**config.mk**
```make
export PLATFORM = sky130hd
export DESIGN_NAME = lcd_bus_responder
export DESIGN_NICKNAME = d
export VERILOG_FILES = /design/src/rtl/lcd_bus_responder_pkg.sv /design/src/rtl/lcd_bus_responder_addr_step.sv /design/src/rtl/lcd_bus_responder.sv
export SDC_FILE = /design/constraint.sdc
export NUM_CORES = 1
export LEC_CHECK = 0
export BUFFER_PORTS_ARGS = -buffer_cell sky130_fd_sc_hd__buf_2
export CORE_UTILIZATION = 50
export DETAILED_ROUTE_END_ITERATION = 16
export GPL_ROUTABILITY_DRIVEN = 0
export PLACE_DENSITY = 0.7
export SETUP_SLACK_MARGIN = 0.4
export SYNTH_ARGS = -nofsm -noshare
export SYNTH_HDL_FRONTEND = slang
export SYNTH_SLANG_ARGS = --single-unit
export TNS_END_PERCENT = 20
```
**constraint.sdc**
```tcl
create_clock -name clk -period 8.5 [get_ports clk]
set_clock_uncertainty 0.15 [all_clocks]
set_input_delay 0.425 -clock clk [delete_from_list [all_inputs] [get_ports clk]]
set_output_delay 0.425 -clock clk [all_outputs]
set_load 0.05 [all_outputs]
```
**src/rtl/lcd_bus_responder_pkg.sv**
```systemverilog
// Shared constants, FSM states and command decode for the LCD bus responder.
package lcd_bus_responder_pkg;

    localparam logic [7:0] SPACE_CHAR = 8'h20;
    localparam logic [6:0] LINE1_BASE = 7'h00;
    localparam logic [6:0] LINE2_BASE = 7'h40;
    localparam logic [6:0] LINE1_LAST = 7'h27;
    localparam logic [6:0] LINE2_LAST = 7'h67;
    localparam int SHADOW_DEPTH = 32;

    localparam int CMD_DDRAM_BIT = 7;
    localparam int CMD_CGRAM_BIT = 6;
    localparam int CMD_FUNC_BIT  = 5;
    localparam int CMD_SHIFT_BIT = 4;
    localparam int CMD_DISP_BIT  = 3;
    localparam int CMD_ENTRY_BIT = 2;
    localparam int CMD_HOME_BIT  = 1;
    localparam int CMD_CLEAR_BIT = 0;

    typedef enum logic [1:0] {
        S_IDLE,
        S_FILL,
        S_BUSY
    } state_t;

    typedef enum logic [3:0] {
        CMD_NOP,
        CMD_CLEAR,
        CMD_HOME,
        CMD_ENTRY,
        CMD_DISP,
        CMD_SHIFT,
        CMD_FUNC,
        CMD_CGRAM,
        CMD_DDRAM
    } cmd_t;

    // The highest set bit selects the instruction.
    function automatic cmd_t decodeCmd(input logic [7:0] d);
        if (d[CMD_DDRAM_BIT]) return CMD_DDRAM;
        if (d[CMD_CGRAM_BIT]) return CMD_CGRAM;
        if (d[CMD_FUNC_BIT])  return CMD_FUNC;
        if (d[CMD_SHIFT_BIT]) return CMD_SHIFT;
        if (d[CMD_DISP_BIT])  return CMD_DISP;
        if (d[CMD_ENTRY_BIT]) return CMD_ENTRY;
        if (d[CMD_HOME_BIT])  return CMD_HOME;
        if (d[CMD_CLEAR_BIT]) return CMD_CLEAR;
        return CMD_NOP;
    endfunction

endpackage

```
**src/rtl/lcd_bus_responder_addr_step.sv**
```systemverilog
// Two-line DDRAM address stepping and shadow index mapping.
module lcd_addr_step
    import lcd_bus_responder_pkg::*;
(
    input  logic [6:0] cursorAddr,
    input  logic       entryIncrement,
    output logic [6:0] nextAddr,
    output logic [4:0] shadowIdx,
    output logic       shadowValid
);

    always_comb begin
        nextAddr = cursorAddr;
        if (entryIncrement) begin
            if (cursorAddr == LINE1_LAST)
                nextAddr = LINE2_BASE;
            else if (cursorAddr == LINE2_LAST)
                nextAddr = LINE1_BASE;
            else
                nextAddr = cursorAddr + 7'd1;
        end else begin
            if (cursorAddr == LINE1_BASE)
                nextAddr = LINE2_LAST;
            else if (cursorAddr == LINE2_BASE)
                nextAddr = LINE1_LAST;
            else
                nextAddr = cursorAddr - 7'd1;
        end
    end

    // Only the first 16 columns of each line are shadowed.
    assign shadowValid = (cursorAddr[6:4] == 3'b000)
                       || (cursorAddr[6:4] == 3'b100);
    assign shadowIdx = {cursorAddr[6], cursorAddr[3:0]};

endmodule

```
**src/rtl/lcd_bus_responder.sv**
```systemverilog
// HD44780-style bus responder with 2x16 shadow RAM and busy emulation.
// Define LCD_RESPONDER_ERR_EN to track writes strobed while busy.
module lcd_bus_responder
    import lcd_bus_responder_pkg::*;
#(
    parameter int BUSY_CYCLES       = 2000,
    parameter int CLEAR_BUSY_CYCLES = 82000
) (
    input  logic       clk,
    input  logic       resetN,
    input  logic       lcdOn,
    input  logic       lcdRs,
    input  logic       lcdEn,
    input  logic       lcdRw,
    input  logic [7:0] lcdData,
    input  logic [4:0] rdAddr,
    output logic [7:0] rdChar,
    output logic [6:0] cursorAddr,
    output logic       displayOn,
    output logic       entryIncrement,
    output logic       busy,
    output logic       protocolError
);

    localparam int MAX_CYCLES = (BUSY_CYCLES > CLEAR_BUSY_CYCLES)
                              ? BUSY_CYCLES : CLEAR_BUSY_CYCLES;
    localparam int CNT_W = $clog2(MAX_CYCLES + 1);
    localparam logic [CNT_W-1:0] BUSY_LOAD  = CNT_W'(BUSY_CYCLES);
    localparam logic [CNT_W-1:0] CLEAR_LOAD = CNT_W'(CLEAR_BUSY_CYCLES);
    localparam logic [CNT_W-1:0] CNT_ONE    = CNT_W'(1);

    logic             regOn;
    logic             regRs;
    logic             regEn;
    logic             regRw;
    logic [7:0]       regData;
    logic             prevEn;
    state_t           state;
    logic [CNT_W-1:0] count;
    logic [4:0]       fillIdx;
    logic [7:0]       shadow [SHADOW_DEPTH];

    logic       strobe;
    logic       wr;
    cmd_t       cmd;
    logic [6:0] nextAddr;
    logic [4:0] shadowIdx;
    logic       shadowValid;

    assign strobe = prevEn & ~regEn & regOn;
    assign wr     = strobe & ~regRw;
    assign cmd    = decodeCmd(regData);
    assign busy   = (state != S_IDLE);

    lcd_addr_step addrStep (
        .cursorAddr    (cursorAddr),
        .entryIncrement(entryIncrement),
        .nextAddr      (nextAddr),
        .shadowIdx     (shadowIdx),
        .shadowValid   (shadowValid)
    );

    always_ff @(posedge clk) begin
        if (!resetN) begin
            regOn          <= 1'b0;
            regRs          <= 1'b0;
            regEn          <= 1'b0;
            regRw          <= 1'b0;
            regData        <= 8'h00;
            prevEn         <= 1'b0;
            state          <= S_IDLE;
            count          <= '0;
            fillIdx        <= '0;
            cursorAddr     <= LINE1_BASE;
            displayOn      <= 1'b0;
            entryIncrement <= 1'b1;
            rdChar         <= SPACE_CHAR;
            for (int i = 0; i < SHADOW_DEPTH; i++)
                shadow[i] <= SPACE_CHAR;
        end else begin
            regOn   <= lcdOn;
            regRs   <= lcdRs;
            regEn   <= lcdEn;
            regRw   <= lcdRw;
            regData <= lcdData;
            prevEn  <= regEn;
            rdChar  <= shadow[rdAddr];

            unique case (state)
                S_IDLE: begin
                    unique case (1'b1)
                        (wr && regRs): begin
                            if (shadowValid)
                                shadow[shadowIdx] <= regData;
                            cursorAddr <= nextAddr;
                            state      <= S_BUSY;
                            count      <= BUSY_LOAD;
                        end
                        (wr && !regRs): begin
                            unique case (cmd)
                                CMD_DDRAM: cursorAddr     <= regData[6:0];
                                CMD_DISP:  displayOn      <= regData[2];
                                CMD_ENTRY: entryIncrement <= regData[1];
                                CMD_HOME:  cursorAddr     <= LINE1_BASE;
                                CMD_CLEAR: begin
                                    cursorAddr     <= LINE1_BASE;
                                    entryIncrement <= 1'b1;
                                end
                                default: ;
                            endcase
                            if (cmd == CMD_CLEAR) begin
                                fillIdx <= '0;
                                state   <= S_FILL;
                            end else if (cmd != CMD_NOP) begin
                                state <= S_BUSY;
                                count <= (cmd == CMD_HOME) ? CLEAR_LOAD
                                                           : BUSY_LOAD;
                            end
                        end
                        default: ;
                    endcase
                end
                S_FILL: begin
                    shadow[fillIdx] <= SPACE_CHAR;
                    fillIdx         <= fillIdx + 5'd1;
                    if (fillIdx == 5'd31) begin
                        state <= S_BUSY;
                        count <= CLEAR_LOAD;
                    end
                end
                S_BUSY: begin
                    count <= count - CNT_ONE;
                    if (count == CNT_ONE)
                        state <= S_IDLE;
                end
                default: state <= S_IDLE;
            endcase
        end
    end

`ifdef LCD_RESPONDER_ERR_EN
    logic errSticky;

    always_ff @(posedge clk) begin
        if (!resetN)
            errSticky <= 1'b0;
        else if (wr && busy)
            errSticky <= 1'b1;
    end

    assign protocolError = errSticky;
`else
    assign protocolError = 1'b0;
`endif

endmodule

```
==> results.py, run 1 <==
metrics = {
    "status": {
        "outcome": "completed",
    },
    "sta": {
        "hold_viol": 0,
        "relSlewSlack": 0.204,
        "setup_tns_ns": 0,
        "fmax_mhz": 254,
        "tightest_slew_ns": 1.18,
        "fin_crit_sh": 0.463,
        "whs_ns": 0.0142,
        "fin_crit_ns": 3.94,
        "rsz0062_at_grt": "false",
        "slew_violations": 0,
        "setup_violations": 0,
    },
    "synth": {
        "ys_async_sr_fraction": 0,
        "ys_ff_latch": 310,
        "synthCells": 1170,
        "synth_cell_types": 67,
        "synth_top_cell_area_share": 0.528,
        "synth_edf_count": 256,
        "synth_area_leaders": "edfxtp_1 53%, mux4_2 9.9%, dfxtp_1 7.4%, nor3_1 7.2%, o21ai_0 2.4%",
        "ys_warn_count": 0,
        "synth_area_per_cell_sq_um": 12.4,
        "synth_nets": 1198,
        "yosysMostFrequentCell": "edfxtp_1",
        "yosysSeqAreaShare": 0.603,
        "synth_area_sq_mm": 0.0146,
        "yosys_most_used_dff": "edfxtp_1",
        "synth_area_leader_cell": "edfxtp_1",
        "synth_commonest_cells": "256 x edfxtp_1, 208 x nor3_1, 92 x clkbuf_1",
    },
    "placed_design": {
        "place_hpwl_mm": 22.7,
        "io_buffers": 36,
        "placed_cell_area_sq_mm": 0.0150,
        "dp_cells": 1497,
    },
    "hold_path": {
        "hold_class": "primary input to register",
    },
    "cts": {
        "insertion_delay_ns": 0.51,
        "cts_tree": "done",
        "cts_resized": 0,
        "clock-sinks": 310,
        "htreeDepth": 2,
        "postCtsHoldBufs": 11,
        "cts_root_buffer": "clkbuf_16",
        "cts.path.max_buffers": 3,
        "post_cts_buffers": 0,
        "clk_pin_slew_worst_paths_ns": 0.06,
        "cts-buffers-inserted": 34,
    },
    "detailed_routing": {
        "vias": 9903,
        "viasPerCell": 6.32,
        "drt_iter0_markers": 1128,
        "ant_nets": 0,
        "dr.pass1.iters": 5,
        "drcViolationCount": 0,
        "wl_per_cell_um": 22.6,
        "finalWirelength_mm": 35.4,
    },
    "critical_path": {
        "max_stage_delay_ns": 0.95,
        "critPathRequiredTime_ns": 8.47,
        "crit_path_end_kind": "register",
        "path_buf_inv": 2,
        "worstPathCellList": "inv_1 -> ha_1 -> and2_1 -> mux2i_1 -> nand2b_2 -> buf_4 -> o21ai_0",
        "startpoint_type": "register",
        "crit_type": "register to register",
        "critPathMaxFanout": 48,
        "r2r_slack_ns": 4.56,
        "crit_path_top_delay_cell": "o21ai_0",
        "crit_family": "compound AO/OA/AOI/OAI gates",
        "cp_data_arrival_time_ns": 3.90,
    },
    "power": {
        "p_per_area_mw_per_mm2": 214,
        "leakage_nw": 5.26,
        "irDropWorstVdd_uv": 155,
    },
    "global_routing": {
        "grt_pass1_wl_mm": 55.1,
        "grt_use_total": 0.240,
        "grt_antenna_before_repair": 0,
        "grt_max_degree": 65,
        "grt_overflow": 0,
        "grt_pass1_vias": 9463,
    },
    "floorplanning": {
        "core_area_sq_mm": 0.0287,
        "start_util": 0.507,
        "die_w_um": 173,
        "die_h_um": 173,
        "ios": 38,
        "rows": 62,
        "die_area_sq_mm": 0.0298,
    },
    "final_layout": {
        "final_layout_size_suffix_gt1_frac": 0.175,
        "fin_nets": 1188,
        "stdcell_count": 1568,
        "stdcell_area_sq_mm": 0.0162,
        "diodes": 0,
        "area_growth_syn_to_layout_pct": 11.2,
    },
    "flow_run": {
        "maxCapViolCount": 0,
    },
}
-- flip-flops by register name, summed over array words and instances (netlist names) --
name and cells:
fillIdx 5, state 2, regRw 1, prevEn 1, entryIncrement 1, shadow 256
regOn 1, cursorAddr 7, displayOn 1, regRs 1, rdChar 8, regData 8
regEn 1, count 17
-- through the flow --
step | power, mW | worst slack [ns] | util
floorplan | 1.91 | 5.48 | -
global placement | 1.98 | 4.78 | 0.521
detailed placement | 1.99 | 4.57 | 0.521
CTS | 3.46 | 4.58 | 0.564
global route | 3.55 | 4.21 | 0.564
finish | 3.46 | 4.56 | 0.564
-- cell type report --
type                       count  area, sq um
clock buffer                  42          912
timing repair buffer          69          458
tap                          384          480
multi-input combinational    732         5310
clock inverter                18          211
fill                        2319        12500
sequential                   310         8770
inverter                      13         48.8
-- layout by cell type (no fill, tap or decap), types with 15 or more instances in the layout --
cell type	n
mux2i_1	24
nor3_1	208
o21ai_0	71
buf_4	23
dfxtp_1	54
nand3_1	15
a21oi_1	28
clkbuf_16	35
mux2_2	16
mux4_2	64
nor2_1	59
nand2_1	79
edfxtp_1	256
buf_2	35
and2_1	19
-- power by group --
part           leakage, nW  switching [mW]  internal, mW
clock                0.554           0.578         0.913
combinational         1.74           0.167        0.0897
sequential            2.97          0.0240          1.69
total                 5.26           0.770          2.69
-- cell families (layout without fill, tap and decap cells) --
family | count (synthesis) | after routing | synth area share
AOI/OAI and AO/OA | 167 | 167 | 0.0714
and+or+nand+nor | 445 | 445 | 0.152
muxes | 104 | 104 | 0.128
xor gates and xnor gates | 6 | 6 | 0.00361
DFF | 310 | 310 | 0.603
adders and majority gates | 9 | 9 | 0.00774
other | 1 | 1 | 0.000258
buffers and inverters | 128 | 142 | 0.0346
-- routing by layer --
metal | up-vias | share of wire | track usage
met3 | 63 | 0.089 | 0.0367
met2 | 535 | 0.47 | 0.378
met5 | - | 0 | 0
li1 | 4465 | - | -
met1 | 4840 | 0.41 | 0.345
met4 | 0 | 0.024 | 0.0729
-- final timing paths --
| path | startpoint | end | cells after the start |
|---|---|---|---|
| setup / recovery | state[1] | shadow[22][1] | 7 |
| hold / removal | lcdData[2] | regData[2] | 2 |
| setup reg to reg | state[1] | shadow[22][1] | 7 |
| hold reg to reg | regEn | prevEn | 1 |
No activity file was read; power rests on OpenSTA's default activity.
==> run 2: changes to the inputs <==
--- a/config.mk
+++ b/config.mk
@@ -9,7 +9,7 @@
 export CORE_UTILIZATION = 50
 export DETAILED_ROUTE_END_ITERATION = 16
 export GPL_ROUTABILITY_DRIVEN = 0
-export PLACE_DENSITY = 0.7
+export PLACE_DENSITY = 0.73
 export SETUP_SLACK_MARGIN = 0.4
 export SYNTH_ARGS = -nofsm -noshare
 export SYNTH_HDL_FRONTEND = slang
==> constraint.sdc (replaced) <==
create_clock -name clk -period 3.33 [get_ports clk]
set_clock_uncertainty 0.15 [all_clocks]
set_input_delay 0.1665 -clock clk [delete_from_list [all_inputs] [get_ports clk]]
set_output_delay 0.1665 -clock clk [all_outputs]
set_load 0.05 [all_outputs]
==> run 2 against run 1 <==
Routed wire length fell by 1.1%. Die area stayed put. Final cell count up 4.1%. Setup slack worse by 4.0 ns. Utilization is 1.8 points higher. Total power increased to 2.5 times the previous value. Largest power group unchanged.
==> results.py, run 2 (same netlist as run 1, synthesis figures left out) <==
metrics = {
    "cts": {
        "cts_root_buffer": "clkbuf_16",
        "cts_tree": "done",
        "post_cts_buffers": 0,
        "cts-buffers-inserted": 34,
        "cts.path.max_buffers": 3,
        "clock-sinks": 310,
        "insertion_delay_ns": 0.52,
        "clk_pin_slew_worst_paths_ns": 0.06,
        "htreeDepth": 2,
    },
    "sta": {
        "relSlewSlack": 0.430,
        "setup_tns_ns": 0,
        "setup_violations": 0,
        "whs_ns": 0.0263,
        "fin_crit_ns": 2.74,
        "fmax_mhz": 365,
        "slew_violations": 0,
        "tightest_slew_ns": 0.855,
        "rsz0062_at_grt": "false",
        "hold_viol": 0,
        "fin_crit_sh": 0.823,
    },
    "final_layout": {
        "fin_nets": 1250,
        "largest_reg_flops": 256,
        "layout_commonest_cell": "edfxtp_1",
        "final_layout_size_suffix_gt1_frac": 0.220,
        "top_regs": "shadow x256, count x17",
        "area_growth_syn_to_layout_pct": 14.8,
        "top_register": "shadow",
        "final_cell_mix": "256 x edfxtp_1, 208 x nor3_1, 80 x buf_4",
    },
    "placed_design": {
        "place_hpwl_mm": 22.4,
        "io_buffers": 36,
    },
    "critical_path": {
        "crit_family": "simple AND/OR/NAND/NOR gates",
        "critPathMaxFanout": 39,
        "worstPathCellList": "nor4bb_1 -> nand4_1 -> o31a_1 -> or2_4 -> o21ai_0 -> buf_4",
        "crit_type": "register to register",
        "cp_data_arrival_time_ns": 2.82,
        "crit_path_end_kind": "register",
        "path_buf_inv": 1,
        "critPathRequiredTime_ns": 3.41,
        "max_stage_delay_ns": 0.43,
        "reg2reg_depth": 6,
        "crit_path_top_delay_cell": "or2_4",
        "startpoint_type": "register",
        "path_depth": 6,
    },
    "floorplanning": {
        "die_w_um": 173,
        "ios": 38,
        "core_area_sq_mm": 0.0287,
        "die_area_sq_mm": 0.0298,
        "rows": 62,
        "start_util": 0.507,
        "die_h_um": 173,
    },
    "global_routing": {
        "grt_use_total": 0.238,
        "grt_overflow": 0,
        "grt_pass1_vias": 10000,
        "grt_max_degree": 43,
        "grt_antenna_before_repair": 1,
        "grt_pass1_wl_mm": 55.7,
    },
    "status": {
        "outcome": "completed",
    },
    "power": {
        "leakage_nw": 5.58,
        "p_per_area_mw_per_mm2": 521,
        "irDropWorstVdd_uv": 429,
    },
    "hold_path": {
        "hold_class": "primary input to register",
        "whs_path_depth": 3,
    },
    "detailed_routing": {
        "wl_per_cell_um": 21.4,
        "drcViolationCount": 0,
        "ant_nets": 0,
        "viasPerCell": 6.15,
        "finalWirelength_mm": 35.0,
        "drt_iter0_markers": 1109,
        "dr.pass1.iters": 5,
        "vias": 10000,
    },
    "flow_run": {
        "maxCapViolCount": 0,
    },
}
-- run 2: changes by cell type in the layout (fill, tap and decap cells not counted), moves of 3 or more --
| cell | change |
|---|---|
| clkinv_2 | +3 |
| buf_12 | +3 |
| bufinv_16 | -4 |
| clkinv_1 | -5 |
| clkbuf_8 | +4 |
| buf_4 | +57 |
-- run 2: worst register-to-register path, stage by stage, from the launching register on --
cell and delay (ns):
dfxtp_1 0.32, nor4bb_1 0.39, nand4_1 0.24, o31a_1 0.35, or2_4 0.43, o21ai_0 0.35, buf_4 0.23
-- run 2: power by group --
group | leakage [nW] | switching [mW] | total, mW | internal (mW)
Combinational | 2.07 | 0.436 | 0.707 | 0.271
Sequential | 2.97 | 0.0547 | 4.35 | 4.30
Clock | 0.542 | 1.51 | 3.64 | 2.13
-- run 2: layout make-up --
cell class                 instances  area (sq um)
fill                            2275         12000
inverter                          13          48.8
clock buffer                      48           975
clock inverter                    14           119
sequential                       310          8770
multi-input combinational        732          5350
timing repair buffer             131           966
tap                              384           480
antenna                            1          2.50
-- run 2: worst paths after layout --
path / start / end / slack (ns)
min reg2reg: count[5] / count[5] / 0.34
max: prevEn / shadow[27][6] / 0.59
min: resetN / entryIncrement / 0.03
max reg2reg: prevEn / shadow[27][6] / 0.59
-- run 2: metrics by stage --
stage	power (mW)	std cells	worst slack, ns	instance area, sq um	utilization
3_3_place_gp	5.11	1557	0.291	15400	0.538
6_report	8.70	1633	0.588	16700	0.582
3_5_place_dp	5.12	1557	0.127	15400	0.538
4_1_cts	8.74	1632	0.338	16700	0.581
5_1_grt	8.96	1633	0.428	16700	0.582
2_1_floorplan	4.88	1170	0.312	14600	-
-- run 2: per-layer routing --
metal | vias up | global-route usage | wire length [um]
met2 | 406 | 0.396 | 17500
met4 | 0 | 0.0688 | 755
met5 | - | 0 | 0
met3 | 62 | 0.0319 | 2320
li1 | 4597 | - | -
met1 | 4973 | 0.329 | 14500
-- run 2: repair_timing --
action | CTS | global route
hold buffers | 13 | 0
cloned | 0 | 0
endpoints found under the setup margin | 231 | 284
hold endpoints to repair | 19 | 0
pin swaps | 0 | 0
resized for setup | 4 | 4
==> run 3: changes to the inputs <==
--- a/config.mk
+++ b/config.mk
@@ -5,6 +5,7 @@
 export SDC_FILE = /design/constraint.sdc
 export NUM_CORES = 1
 export LEC_CHECK = 0
+export ABC_AREA = 1
 export BUFFER_PORTS_ARGS = -buffer_cell sky130_fd_sc_hd__buf_2
 export CORE_UTILIZATION = 50
 export DETAILED_ROUTE_END_ITERATION = 16
==> constraint.sdc (replaced) <==
create_clock -name clk -period 2.5 [get_ports clk]
set_clock_uncertainty 0.15 [all_clocks]
set_input_delay 0.125 -clock clk [delete_from_list [all_inputs] [get_ports clk]]
set_output_delay 0.125 -clock clk [all_outputs]
set_load 0.05 [all_outputs]
==> run 3 against run 2 <==
Routed wire length grew 13%. Non-clock buffer count grew 15. Critical path depth grew 4. Critical path type unchanged.
==> results.py, run 3 <==
metrics = {
    "status": {
        "outcome": "completed",
    },
    "sta": {
        "fin_crit_sh": 0.896,
        "rsz0062_at_grt": "true",
        "relSlewSlack": 0.580,
        "slew_violations": 0,
        "setup_violations": 0,
        "hold_viol": 0,
        "tightest_slew_ns": 0.629,
        "fmax_mhz": 447,
        "setup_slack_ns": 0.261,
        "setup_tns_ns": 0,
        "fin_crit_ns": 2.24,
    },
    "global_routing": {
        "grt_pass1_vias": 11400,
        "use_met3": 0.0465,
        "gr-max-usage-layer": "met2",
        "grt_pass1_wl_mm": 60.9,
        "grt_antenna_before_repair": 1,
        "grt_use_met2": 0.450,
        "grtUsageMet1": 0.355,
        "grt_overflow": 0,
        "grt_use_total": 0.270,
        "grt_max_degree": 129,
    },
    "synth": {
        "synth_nets": 1608,
        "synth-xor-area-share": 0.00302,
        "synth_top_family_by_area": "simple AND/OR/NAND/NOR gates",
        "synth_fa_ha_area_frac": 0.00776,
        "synth_cell_types": 36,
        "synth_area_per_cell_sq_um": 9.19,
        "synth_commonest_cells": "466 x nor2_1, 256 x edfxtp_1, 204 x nand2_1",
        "synth_edf_count": 256,
        "synth_area_sq_mm": 0.0145,
        "synth-compound-area-share": 0.106,
        "synth-simple-area-share": 0.232,
        "ys_ff_latch": 310,
        "muxShareOfSynthArea": 0,
        "synth_area_leaders": "edfxtp_1 53%, nor2_1 12%, dfxtp_1 7.4%, o21ai_0 5.4%, nand2_1 5.3%",
        "synth_area_leader_cell": "edfxtp_1",
        "yosysMostFrequentCell": "nor2_1",
        "yosys_most_used_dff": "edfxtp_1",
        "ys_warn_count": 0,
        "synth_top_cell_area_share": 0.529,
        "synthCells": 1580,
        "ys_async_sr_fraction": 0,
        "yosysSeqAreaShare": 0.604,
    },
    "hold_path": {
        "hold_class": "primary input to register",
        "hold_start": "rdAddr[3]",
        "hold-path-endpoint": "rdChar[1]",
        "whs_path_depth": 5,
    },
    "critical_path": {
        "startpoint_type": "register",
        "timing.rr.start": "regRw",
        "cp_data_arrival_time_ns": 2.34,
        "critPathMaxFanout": 7,
        "crit_path_end_kind": "register",
        "critPathRequiredTime_ns": 2.60,
        "r2r_end": "shadow[24][5]",
        "r2r_slack_ns": 0.26,
        "reg2reg_depth": 10,
        "crit_type": "register to register",
    },
    "cts": {
        "clk_pin_slew_worst_paths_ns": 0.06,
        "cts_root_buffer": "clkbuf_16",
        "htreeDepth": 2,
        "cts-buffers-inserted": 35,
        "cts_tree": "done",
        "insertion_delay_ns": 0.53,
        "cts.path.max_buffers": 3,
        "clock-sinks": 310,
    },
    "final_layout": {
        "final_layout_size_suffix_gt1_frac": 0.172,
        "top_regs": "shadow x256, count x17",
        "final_util": 0.615,
        "final_cell_mix": "458 x nor2_1, 256 x edfxtp_1, 159 x nand2_1",
        "largest_reg_flops": 256,
        "top_register": "shadow",
        "layout_commonest_cell": "nor2_1",
        "area_growth_syn_to_layout_pct": 21.2,
        "fin_nets": 1691,
        "n_fill_cell": 2272,
        "diodes": 0,
    },
    "flow_run": {
        "maxCapViolCount": 0,
    },
    "detailed_routing": {
        "drt_iter0_markers": 1746,
        "drcViolationCount": 0,
        "dr.pass1.iters": 5,
        "vias": 12100,
        "ant_nets": 0,
        "wl_per_cell_um": 19.1,
        "viasPerCell": 5.83,
        "finalWirelength_mm": 39.6,
    },
    "floorplanning": {
        "core_area_sq_mm": 0.0286,
        "die_h_um": 172,
        "die_w_um": 172,
        "ios": 38,
        "start_util": 0.507,
        "die_area_sq_mm": 0.0297,
        "rows": 62,
    },
    "power": {
        "irDropWorstVdd_uv": 720,
        "power.total_mw": 13.9,
        "leakage_nw": 6.67,
        "p_per_area_mw_per_mm2": 790,
    },
    "placed_design": {
        "place_ws_ns": 0.0352,
        "io_buffers": 36,
        "place_hpwl_mm": 24.2,
    },
}
[run 3: per-stage QoR]
step	hold slack (ns)	instance area, sq um	std cells
floorplan	0.0726	14600	1580
global placement	0.157	15600	1973
detailed placement	0.159	15600	1973
CTS	0.00143	17500	2068
global route	0.0394	17600	2073
finish	0.0378	17600	2073
[run 3: final cells by class]
cell class | instances | area, sq um | area share
multi-input combinational | 1097 | 5540 | 0.315
tap | 384 | 480 | 0.0273
inverter | 73 | 287 | 0.0163
clock buffer | 47 | 1000 | 0.0570
sequential | 310 | 8780 | 0.499
clock inverter | 16 | 221 | 0.0126
timing repair buffer | 146 | 1290 | 0.0734
[run 3: critical path, stage by stage (launching register included)]
cell and delay [ns]:
dfxtp_1 0.30, nor2_1 0.18, nand3_2 0.18, nor2_4 0.16, a41oi_4 0.13, buf_12 0.17, nor3_4 0.19, buf_4 0.17
clkbuf_16 0.16, buf_4 0.13, nand3_1 0.06
[run 3: worst max path at each step]
| stage | start | end | slack [ns] | cells after the start |
|---|---|---|---|---|
| floorplan | state[1] | shadow[13][0] | 0.07 | 10 |
| global placement | state[1] | shadow[20][3] | 0.11 | 9 |
| detailed placement | state[1] | shadow[13][1] | 0.04 | 9 |
| CTS | state[1] | shadow[2][5] | 0.34 | 10 |
| global route | regRw | count[5] | 0.14 | 12 |
| finish | regRw | shadow[24][5] | 0.26 | 10 |
[run 3: cells by family (layout without fill, tap and decap cells)]
kind of cell               Yosys count  in the layout
buffers and inverters              174            282
adders and majority gates            9              9
DFF                                310            310
AOI/OAI and AO/OA                  260            260
xor gates and xnor gates             5              5
other                                1              1
and+or+nand+nor                    821            822
[run 3: routing by layer]
metal  part of all wire  vias to the layer above
li1                   -                     5582
met1               0.39                     5738
met2               0.49                      657
met3              0.096                      105
met4              0.030                        2
met5            0.00033                        -
[run 3: timing repair]
item / in CTS / in global routing
cloned: 1 / 1
pin swaps: 8 / 6
endpoints found under the hold margin: 21 / 0
hold buffers: 16 / 0
gates resized for setup: 70 / 27
setup endpoints to repair: 502 / 516
setup buffers: 15 / 4
[run 3: where the power goes]
group          total [mW]  switching (mW)  internal (mW)  leakage (nW)
sequential           5.95           0.142           5.81          2.98
combinational        2.55            1.70          0.854          3.10
clock                5.40            2.05           3.35         0.595
total                13.9            3.89           10.0          6.67
